<file path="src/rtl/io_in_buffer_pkg.sv">
// Shared defaults and helpers for the processor input-port buffer.
// Sample width, channel count and FIFO depth live here so they stay common with the processor top.
package io_in_buffer_pkg;

  localparam int unsigned NBITS_DEF  = 16;
  localparam int unsigned NUIOIN_DEF = 4;
  localparam int unsigned DEPTH_DEF  = 8;

  // Index of the lowest set bit; 0 when no bit is set.
  function automatic int unsigned lsb_index(input logic [31:0] onehot);
    int unsigned idx;
    idx = 0;
    for (int i = 31; i >= 0; i--) begin
      if (onehot[i]) idx = unsigned'(i);
    end
    return idx;
  endfunction

endpackage

</file>
<file path="src/rtl/io_fifo_ch.sv">
// Single-channel synchronous FIFO with async reset.
// The head entry is visible combinationally so a read can complete in the strobe cycle.
module io_fifo_ch #(
  parameter int unsigned NBITS = 16,
  parameter int unsigned DEPTH = 8
) (
  input  logic                       clk,
  input  logic                       rst,
  input  logic                       push,
  input  logic                       pop,
  input  logic [NBITS-1:0]           wr_data,
  output logic [NBITS-1:0]           head,
  output logic [$clog2(DEPTH):0]     count,
  output logic                       empty,
  output logic                       full
);

  localparam int unsigned AW = $clog2(DEPTH);

  logic [NBITS-1:0] mem [DEPTH];
  logic [AW-1:0]    wr_ptr;
  logic [AW-1:0]    rd_ptr;
  logic             do_push;
  logic             do_pop;

  assign do_push = push && !full;
  assign do_pop  = pop && !empty;

  always_ff @(posedge clk or posedge rst) begin
    if (rst) begin
      wr_ptr <= '0;
      rd_ptr <= '0;
      count  <= '0;
    end else begin
      if (do_push) wr_ptr <= wr_ptr + AW'(1);
      if (do_pop)  rd_ptr <= rd_ptr + AW'(1);
      case ({do_push, do_pop})
        2'b10:   count <= count + (AW+1)'(1);
        2'b01:   count <= count - (AW+1)'(1);
        default: count <= count;
      endcase
    end
  end

  // Storage needs no reset: the pointers and count define what is valid.
  always_ff @(posedge clk) begin
    if (do_push) mem[wr_ptr] <= wr_data;
  end

  assign head  = mem[rd_ptr];
  assign empty = (count == '0);
  assign full  = (count == (AW+1)'(DEPTH));

endmodule

</file>
<file path="src/rtl/io_in_buffer.sv">
// Per-address input FIFOs feeding the processor's input port.
// The read strobe pops the addressed channel and the sample appears on io_in in the same cycle.
module io_in_buffer
  import io_in_buffer_pkg::*;
#(
  parameter int unsigned NUIOIN = NUIOIN_DEF,
  parameter int unsigned NBITS  = NBITS_DEF,
  parameter int unsigned DEPTH  = DEPTH_DEF,
  localparam int unsigned CW    = $clog2(NUIOIN),
  localparam int unsigned AW    = $clog2(DEPTH)
) (
  input  logic              clk,
  input  logic              rst,
  input  logic              wr_valid,
  input  logic [CW-1:0]     wr_chan,
  input  logic [NBITS-1:0]  wr_data,
  output logic              wr_ready,
  input  logic [NUIOIN-1:0] req_in,
  output logic [NBITS-1:0]  io_in,
  output logic [NUIOIN-1:0] empty,
  output logic [NUIOIN-1:0] full,
  output logic [NUIOIN-1:0] underflow,
  output logic [NUIOIN-1:0] overflow
);

  logic [NUIOIN-1:0] ch_push;
  logic [NUIOIN-1:0] ch_pop;
  logic [NUIOIN-1:0] ch_empty;
  logic [NUIOIN-1:0] ch_full;
  logic [NBITS-1:0]  ch_head  [NUIOIN];
  logic [AW:0]       ch_count [NUIOIN];
  logic [NBITS-1:0]  hold     [NUIOIN];

  logic              chan_ok;
  logic              rd_any;
  logic [CW-1:0]     rd_idx;

  // Write side never looks at req_in so the producer handshake stays independent of reads.
  assign chan_ok  = {1'b0, wr_chan} < (CW+1)'(NUIOIN);
  assign wr_ready = chan_ok && !ch_full[wr_chan];

  assign rd_any = |req_in;
  assign rd_idx = CW'(lsb_index(32'(req_in)));

  for (genvar i = 0; i < NUIOIN; i++) begin : g_ch
    assign ch_push[i] = wr_valid && wr_ready && (wr_chan == CW'(i));
    assign ch_pop[i]  = rd_any && (rd_idx == CW'(i)) && (ch_count[i] != '0);

    io_fifo_ch #(
      .NBITS (NBITS),
      .DEPTH (DEPTH)
    ) u_fifo (
      .clk     (clk),
      .rst     (rst),
      .push    (ch_push[i]),
      .pop     (ch_pop[i]),
      .wr_data (wr_data),
      .head    (ch_head[i]),
      .count   (ch_count[i]),
      .empty   (ch_empty[i]),
      .full    (ch_full[i])
    );
  end

  // An empty channel replays its last delivered sample; an idle strobe shows channel 0.
  always_comb begin
    io_in = hold[0];
    if (rd_any) begin
      io_in = ch_empty[rd_idx] ? hold[rd_idx] : ch_head[rd_idx];
    end
  end

  always_ff @(posedge clk or posedge rst) begin
    if (rst) begin
      underflow <= '0;
      overflow  <= '0;
      for (int i = 0; i < NUIOIN; i++) hold[i] <= '0;
    end else begin
      if (rd_any && ch_empty[rd_idx])          underflow[rd_idx] <= 1'b1;
      if (wr_valid && chan_ok && ch_full[wr_chan]) overflow[wr_chan] <= 1'b1;
      for (int i = 0; i < NUIOIN; i++) begin
        if (ch_pop[i]) hold[i] <= ch_head[i];
      end
    end
  end

  assign empty = ch_empty;
  assign full  = ch_full;

endmodule

</file>
<file path="config.mk">
export PLATFORM = sky130hd
export DESIGN_NAME = io_in_buffer
export DESIGN_NICKNAME = d
export VERILOG_FILES = /design/src/rtl/io_in_buffer_pkg.sv /design/src/rtl/io_fifo_ch.sv /design/src/rtl/io_in_buffer.sv
export SDC_FILE = /design/constraint.sdc
export NUM_CORES = 1
export LEC_CHECK = 0
export ABC_AREA = 1
export BUFFER_PORTS_ARGS = -buffer_cell sky130_fd_sc_hd__buf_2
export CORE_ASPECT_RATIO = 0.9
export CORE_UTILIZATION = 60
export CTS_CLUSTER_DIAMETER = 200
export DETAILED_ROUTE_END_ITERATION = 12
export PLACE_DENSITY = 0.84
export SYNTH_ARGS = -nofsm -noshare
export SYNTH_HDL_FRONTEND = slang
export SYNTH_HIERARCHICAL = 1
export SYNTH_SLANG_ARGS = --single-unit
export TNS_END_PERCENT = 20
</file>
<file path="constraint.sdc">
create_clock -name clk -period 4.1 [get_ports clk]
set_input_delay 0 -clock clk [delete_from_list [all_inputs] [get_ports clk]]
set_output_delay 0 -clock clk [all_outputs]
set_load 0.01 [all_outputs]
</file>
==> results of run 1 <==
-- cells in the mapped netlist --
cell / number
a21o_1: 2
a21oi_1: 1
buf_1: 4
buf_2: 69
buf_4: 24
buf_6: 1
clkbuf_1: 39
clkinv_1: 2
dfrtp_1: 112
edfxtp_1: 512
fa_1: 4
ha_1: 20
inv_1: 463
inv_2: 5
nand2_1: 1238
nand2_2: 2
nand2_4: 1
nand3_1: 169
nand3_2: 1
nor2_1: 532
nor2_2: 2
nor2_4: 1
nor3_1: 32
o21ai_0: 48
o21bai_1: 6
o41ai_2: 1
or2_2: 4
xnor2_1: 16
xor2_1: 8
-- power by group through the flow --
stage                     clock (µW)  sequential [µW]  combinational, µW
after floorplan                    0             8050               5560
after global placement             0             8560               7110
after detailed placement           0             8580               7300
after CTS                       5420             8460               7400
after global routing            5670             8570               8400
final                           5360             8470               7500
-- per-layer routing --
metal / wire, µm / vias to the layer above / part of all wire (%) / GRT usage (%)
li1: - / 10329 / - / -
met1: 29800 / 9905 / 41 / 42.2
met2: 32200 / 1053 / 45 / 45.4
met3: 7530 / 165 / 10 / 5.50
met4: 2700 / 4 / 3.7 / 11.8
met5: 21 / - / 0.029 / 0
-- final cells by class --
type | instances | area [µm²]
Sequential cell | 624 | 18200
Clock buffer | 77 | 1580
Clock inverter | 32 | 299
Inverter | 470 | 1760
Timing Repair Buffer | 121 | 846
Multi-Input combinational cell | 2088 | 8770
Tap cell | 624 | 781
Fill cell | 3579 | 15700
-- through the flow --
step,instances,cell area (µm²),total power (µW),setup WS [ns]
3_3_place_gp,3915,30200,15700,0.773
6_report,4036,32200,21300,0.667
4_1_cts,4036,32200,21300,0.755
5_1_grt,4036,32200,22600,0.489
2_1_floorplan,3319,29200,13600,1.03
3_5_place_dp,3915,30200,15900,0.748
-- registers in the layout (all words and copies together) (netlist names) --
register / flops
g_ch.u_fifo/wr_ptr: 12
g_ch.u_fifo/mem: 512
g_ch.u_fifo/rd_ptr: 12
g_ch.u_fifo/count: 16
underflow: 4
hold: 64
overflow: 4
-- kinds of logic after synthesis --
family / count (synthesis) / synth area share (%)
compound gates: 58 / 1.10
xor+xnor: 24 / 0.719
fa+ha+maj: 24 / 1.13
buf+inv: 607 / 8.42
flops: 624 / 62.2
simple gates: 1982 / 26.4
-- path summary, 6_finish.rpt --
path                                                       end  slack (ns)  cells past startpoint
hold reg to reg                           hold[26]$_DFFE_PP0P_        0.49                      2
setup reg to reg           g_ch[3].u_fifo/count[3]$_DFFE_PP0P_        0.67                     18
setup / recovery           g_ch[3].u_fifo/count[3]$_DFFE_PP0P_        0.67                     18
max in group asynchronous             underflow[0]$_DFFE_PP0P_        2.79                      4
min in group asynchronous  g_ch[2].u_fifo/count[0]$_DFFE_PP0P_        0.06                      3
hold / removal              g_ch[1].u_fifo/mem[0][6]$_DFFE_PP_        0.04                      1
==> results.yml, run 1 <==
synthesis:
  syn-num-nets: 3368
  synth_top_cell_by_area: "edfxtp_1"
  yosysWarningCount: 6
  synth_top_area_share_pct: 52.6
  synth_cells: 3319
  ys_ff_latch: 624
  synth_top_cells_by_area: "edfxtp_1, nand2_1, dfrtp_1, nor2_1, inv_1"
  synth-seq-area-share_pct: 62.2
  avgSynthCellArea_um2: 8.81
  synth.distinct_cells: 29
  syn_area_mm2: 0.0292
grt:
  first_global_vias: 20356
  grt-ovfl-total: 0
  grt_pass1_wl_um: 113000
  grtUsageTotal_pct: 29.6
  grt_max_degree: 131
  antenna_found_initial: 3
finish:
  nNetsFinal: 3412
  final_common_cell: "nand2_1"
  diodes: 0
  most-common-layout-cells: "nand2_1, nor2_1, edfxtp_1, inv_1, nand3_1"
  layout-drive-gt1-share_pct: 7.21
  fin_util_pct: 67.3
  area_growth_pct: 10.3
critical_path:
  critPathBufInv: 2
  critPathSlowestCell: "dfrtp_1"
  startpoint: "g_ch[0].u_fifo/count[0]$_DFFE_PP0P_"
  cp_cell_sequence: "nor2_1 > nand3_1 > inv_1 > nand2_1 > nand2_1 > nand2_1 > nand3_1 > inv_1 > nand2_1 > nor2_1 > nand2_1 > ha_1 > ha_1 > or2_2 > nand2_1 > nand2_1 > nand3_1 > nand2_1"
  cp-start-kind: "flop"
  cp_slowest_stage_delay_ns: 0.46
  path_class: "reg2reg"
  worstPathMaxFanout: 13
  crit-reg2reg-launch: "g_ch[0].u_fifo/count[0]$_DFFE_PP0P_"
  critPathCaptureType: "flop"
  critPathTopFamily: "simple AND/OR/NAND/NOR gates"
  critPathArrivalTime_ns: 3.96
  crit_required_ns: 4.63
  critPathMostFrequentCell: "nand2_1"
sta:
  finalSetupViolCount: 0
  worst_pin_slew_ns: 1.15
  hold_ws_ns: 0.0438
  period_needed_ns: 3.43
  max_freq_mhz: 291
  skew_ns: 0.0228
  rsz0062_at_grt: "false"
  maxSlewHeadroom_pct: 23.0
  fin_crit_sh_pct: 83.7
  drv_slew: 0
  hold_viol_final: 0
  finalSetupTns_ns: 0
pwr:
  seqPwrFrac_pct: 39.7
  power_density_mw_per_mm2: 662
  intPower_uw: 13000
  ir_worst_vdd_v: 0.000561
  leakage_uw: 0.0149
  power.switching_uw: 8370
  power_frac_comb_pct: 35.2
  switching_share_pct: 39.2
  clkPwrFrac_pct: 25.1
die:
  num_rows: 76
  fp.dieH_um: 211
  boundaryPins: 58
  start_util_pct: 61.0
  die_area_mm2: 0.0496
  die_w_um: 235
  core_area_mm2: 0.0479
min_path:
  holdCritStartpoint: "wr_data[6]"
  hold_class: "in2reg"
clock_network:
  htreeDepth: 2
  post_cts_buffers: 0
  clk_latency_ns: 0.63
  hold_buffers: 12
  cts_resized: 0
  cts.sinks: 624
  cts_tree: "yes"
  cts_buffer_depth: 3
  cts.root.buffer_cell: "clkbuf_16"
  numCtsBuffers: 58
  path_clk_slew_ns: 0.06
detailed_routing:
  first_pass_iters: 6
  detail_route.vias_per_cell: 5.32
  drc: 0
  ant_nets: 0
  first_iter_violations: 2731
  num_vias: 21456
  wl_per_cell_um: 17.9
  totalWireLength_um: 72200
outcome:
  status: "finished clean"
placed_design:
  gp_congestion: 0.988
  io_buffer_count: 57
  dpl.hpwl_um: 44900
flow_run:
  max_cap_viol_count: 0
No activity file was read; power rests on OpenSTA's default activity.
==> run 2, diff against run 1 <==
clock period = 3.4 ns   (was 4.1 ns; I/O delays follow)
==> run 2 against run 1 <==
Compared with the run above:
- die area unchanged
- combinational power increased by 24%
- routed wire length increased by 1.1%
- register-to-register slack got worse by 0.41 ns
- sequential share of layout area decreased by 0.35 points
- global-route usage increased by 0.053 points
- cell count increased by 0.55%
- critical endpoint is now io_in[15]
- cell area increased by 0.62%
- clock power increased by 21%
- clock-buffer cell count increased by 2
==> results.yml, run 2 (synthesis gave the netlist of run 1 again) <==
detailed_routing:
  first_iter_violations: 2793
  num_vias: 21669
  ant_nets: 0
  wl_per_cell_um: 18.0
  drc: 0
  detail_route.vias_per_cell: 5.34
  first_pass_iters: 6
  totalWireLength_um: 73000
sta:
  period_needed_ns: 3.18
  fin_crit_sh_pct: 93.6
  drv_slew: 0
  skew_ns: 0.0137
  worst_pin_slew_ns: 0.998
  max_freq_mhz: 314
  hold_viol_final: 0
  finalSetupViolCount: 0
  rsz0062_at_grt: "false"
  finalSetupTns_ns: 0
  maxSlewHeadroom_pct: 33.4
placed_design:
  gp_congestion: 0.970
  dpl.hpwl_um: 45700
  io_buffer_count: 57
  dpl_cell_area_mm2: 0.0305
pwr:
  power.switching_uw: 10100
  intPower_uw: 15800
  switching_share_pct: 39.0
  leakage_uw: 0.0150
  power_frac_comb_pct: 35.8
  seqPwrFrac_pct: 39.1
  clkPwrFrac_pct: 25.1
  power_density_mw_per_mm2: 799
  ir_worst_vdd_v: 0.000491
finish:
  final_common_cell: "nand2_1"
  area_growth_pct: 11.0
  diodes: 0
  most-common-layout-cells: "nand2_1, nor2_1, edfxtp_1, inv_1, nand3_1"
  largest_reg_flops: 512
  reg_top3: "g_ch.u_fifo/mem (512), hold (64), g_ch.u_fifo/count (16)"
  finalInstanceArea_mm2: 0.0324
  layout-drive-gt1-share_pct: 8.15
  nNetsFinal: 3435
  largest-register: "g_ch.u_fifo/mem"
flow_run:
  max_cap_viol_count: 0
critical_path:
  crit_required_ns: 3.40
  worstPathMaxFanout: 42
  critPathArrivalTime_ns: 3.18
  cp-start-kind: "flop"
  critPathCaptureType: "output pin"
  path_class: "reg2out"
grt:
  first_global_vias: 20428
  grtUsageTotal_pct: 29.7
  grt_max_degree: 55
  antenna_found_initial: 3
  grt-ovfl-total: 0
  grt_pass1_wl_um: 112000
clock_network:
  htreeDepth: 2
  clk_latency_ns: 0.62
  path_clk_slew_ns: 0.07
  numCtsBuffers: 59
  cts.root.buffer_cell: "clkbuf_16"
  cts.sinks: 624
  cts_tree: "yes"
  cts_buffer_depth: 3
die:
  fp.dieH_um: 211
  die_w_um: 235
  start_util_pct: 61.0
  die_area_mm2: 0.0496
  core_area_mm2: 0.0479
  boundaryPins: 58
  num_rows: 76
min_path:
  hold_class: "in2reg"
outcome:
  status: "finished clean"
==> run 2: metal layers <==
metal | global-route usage (%) | up-vias | routed length [µm]
met3 | 6.26 | 194 | 7700
met5 | 0 | - | 0
met2 | 46.0 | 1056 | 32600
met4 | 13.0 | 0 | 3230
met1 | 40.9 | 10039 | 29500
li1 | - | 10380 | -
==> run 2: power groups by stage <==
stage          Combinational (µW)  Clock [µW]  Sequential [µW]
2_1_floorplan                6700           0             9710
3_3_place_gp                 8780           0            10200
3_5_place_dp                 9030           0            10300
4_1_cts                      9170        6580            10100
5_1_grt                     10400        6850            10200
6_report                     9290        6510            10100
==> run 2: cell type report <==
type                            instances  area, µm²
Fill cell                            3532      15500
Sequential cell                       624      18200
Inverter                              470       1760
Clock buffer                           79       1610
Clock inverter                         30        284
Tap cell                              624        781
Timing Repair Buffer                  143       1030
Multi-Input combinational cell       2088       8780
==> run 2: stage by stage <==
| step | utilization [%] | power (µW) | std cells | hold slack [ns] | setup WS [ns] |
|---|---|---|---|---|---|
| after floorplan | - | 16400 | 3319 | -0.160 | 0.325 |
| after global placement | 63.6 | 19000 | 3941 | 0.133 | 0.345 |
| after detailed placement | 63.6 | 19300 | 3941 | 0.128 | 0.271 |
| after CTS | 67.7 | 25800 | 4058 | 0.00937 | 0.218 |
| after global routing | 67.7 | 27500 | 4058 | 0.0461 | 0.00264 |
| final | 67.7 | 25900 | 4058 | 0.0685 | 0.218 |
==> run 2: final timing paths <==
check / startpoint / to / slack (ns) / depth (start not counted)
max reg2reg: g_ch[0].u_fifo/count[0]$_DFFE_PP0P_ / g_ch[0].u_fifo/count[3]$_DFFE_PP0P_ / 0.26 / 20
min in group asynchronous: rst / g_ch[1].u_fifo/count[0]$_DFFE_PP0P_ / 0.09 / 3
max: g_ch[2].u_fifo/rd_ptr[0]$_DFFE_PP0P_ / io_in[15] / 0.22 / 16
max in group asynchronous: rst / hold[59]$_DFFE_PP0P_ / 2.36 / 4
min: wr_data[12] / g_ch[2].u_fifo/mem[6][12]$_DFFE_PP_ / 0.07 / 1
min reg2reg: underflow[0]$_DFFE_PP0P_ / underflow[0]$_DFFE_PP0P_ / 0.47 / 1
==> run 2: worst max-delay path, stage by stage (launching register included) <==
cell and delay [ns]:
dfrtp_4 0.71, buf_4 0.40, nor2_1 0.10, nor2_1 0.11
nand2_1 0.07, nand2_1 0.07, nand2_1 0.05, nand2_1 0.15
nand3_1 0.11, nand2_1 0.18, inv_1 0.05, nand2_1 0.07
inv_1 0.04, nand2_1 0.05, nand3_1 0.08, nand2_1 0.17
buf_2 0.16
==> run 2: what timing repair did <==
| action | in CTS | in global routing |
|---|---|---|
| hold buffers | 8 | 0 |
| endpoints found under the hold margin | 74 | 0 |
| setup buffers | 0 | 0 |
| setup endpoints to repair | 0 | 2 |
| gates resized for setup | 0 | 2 |
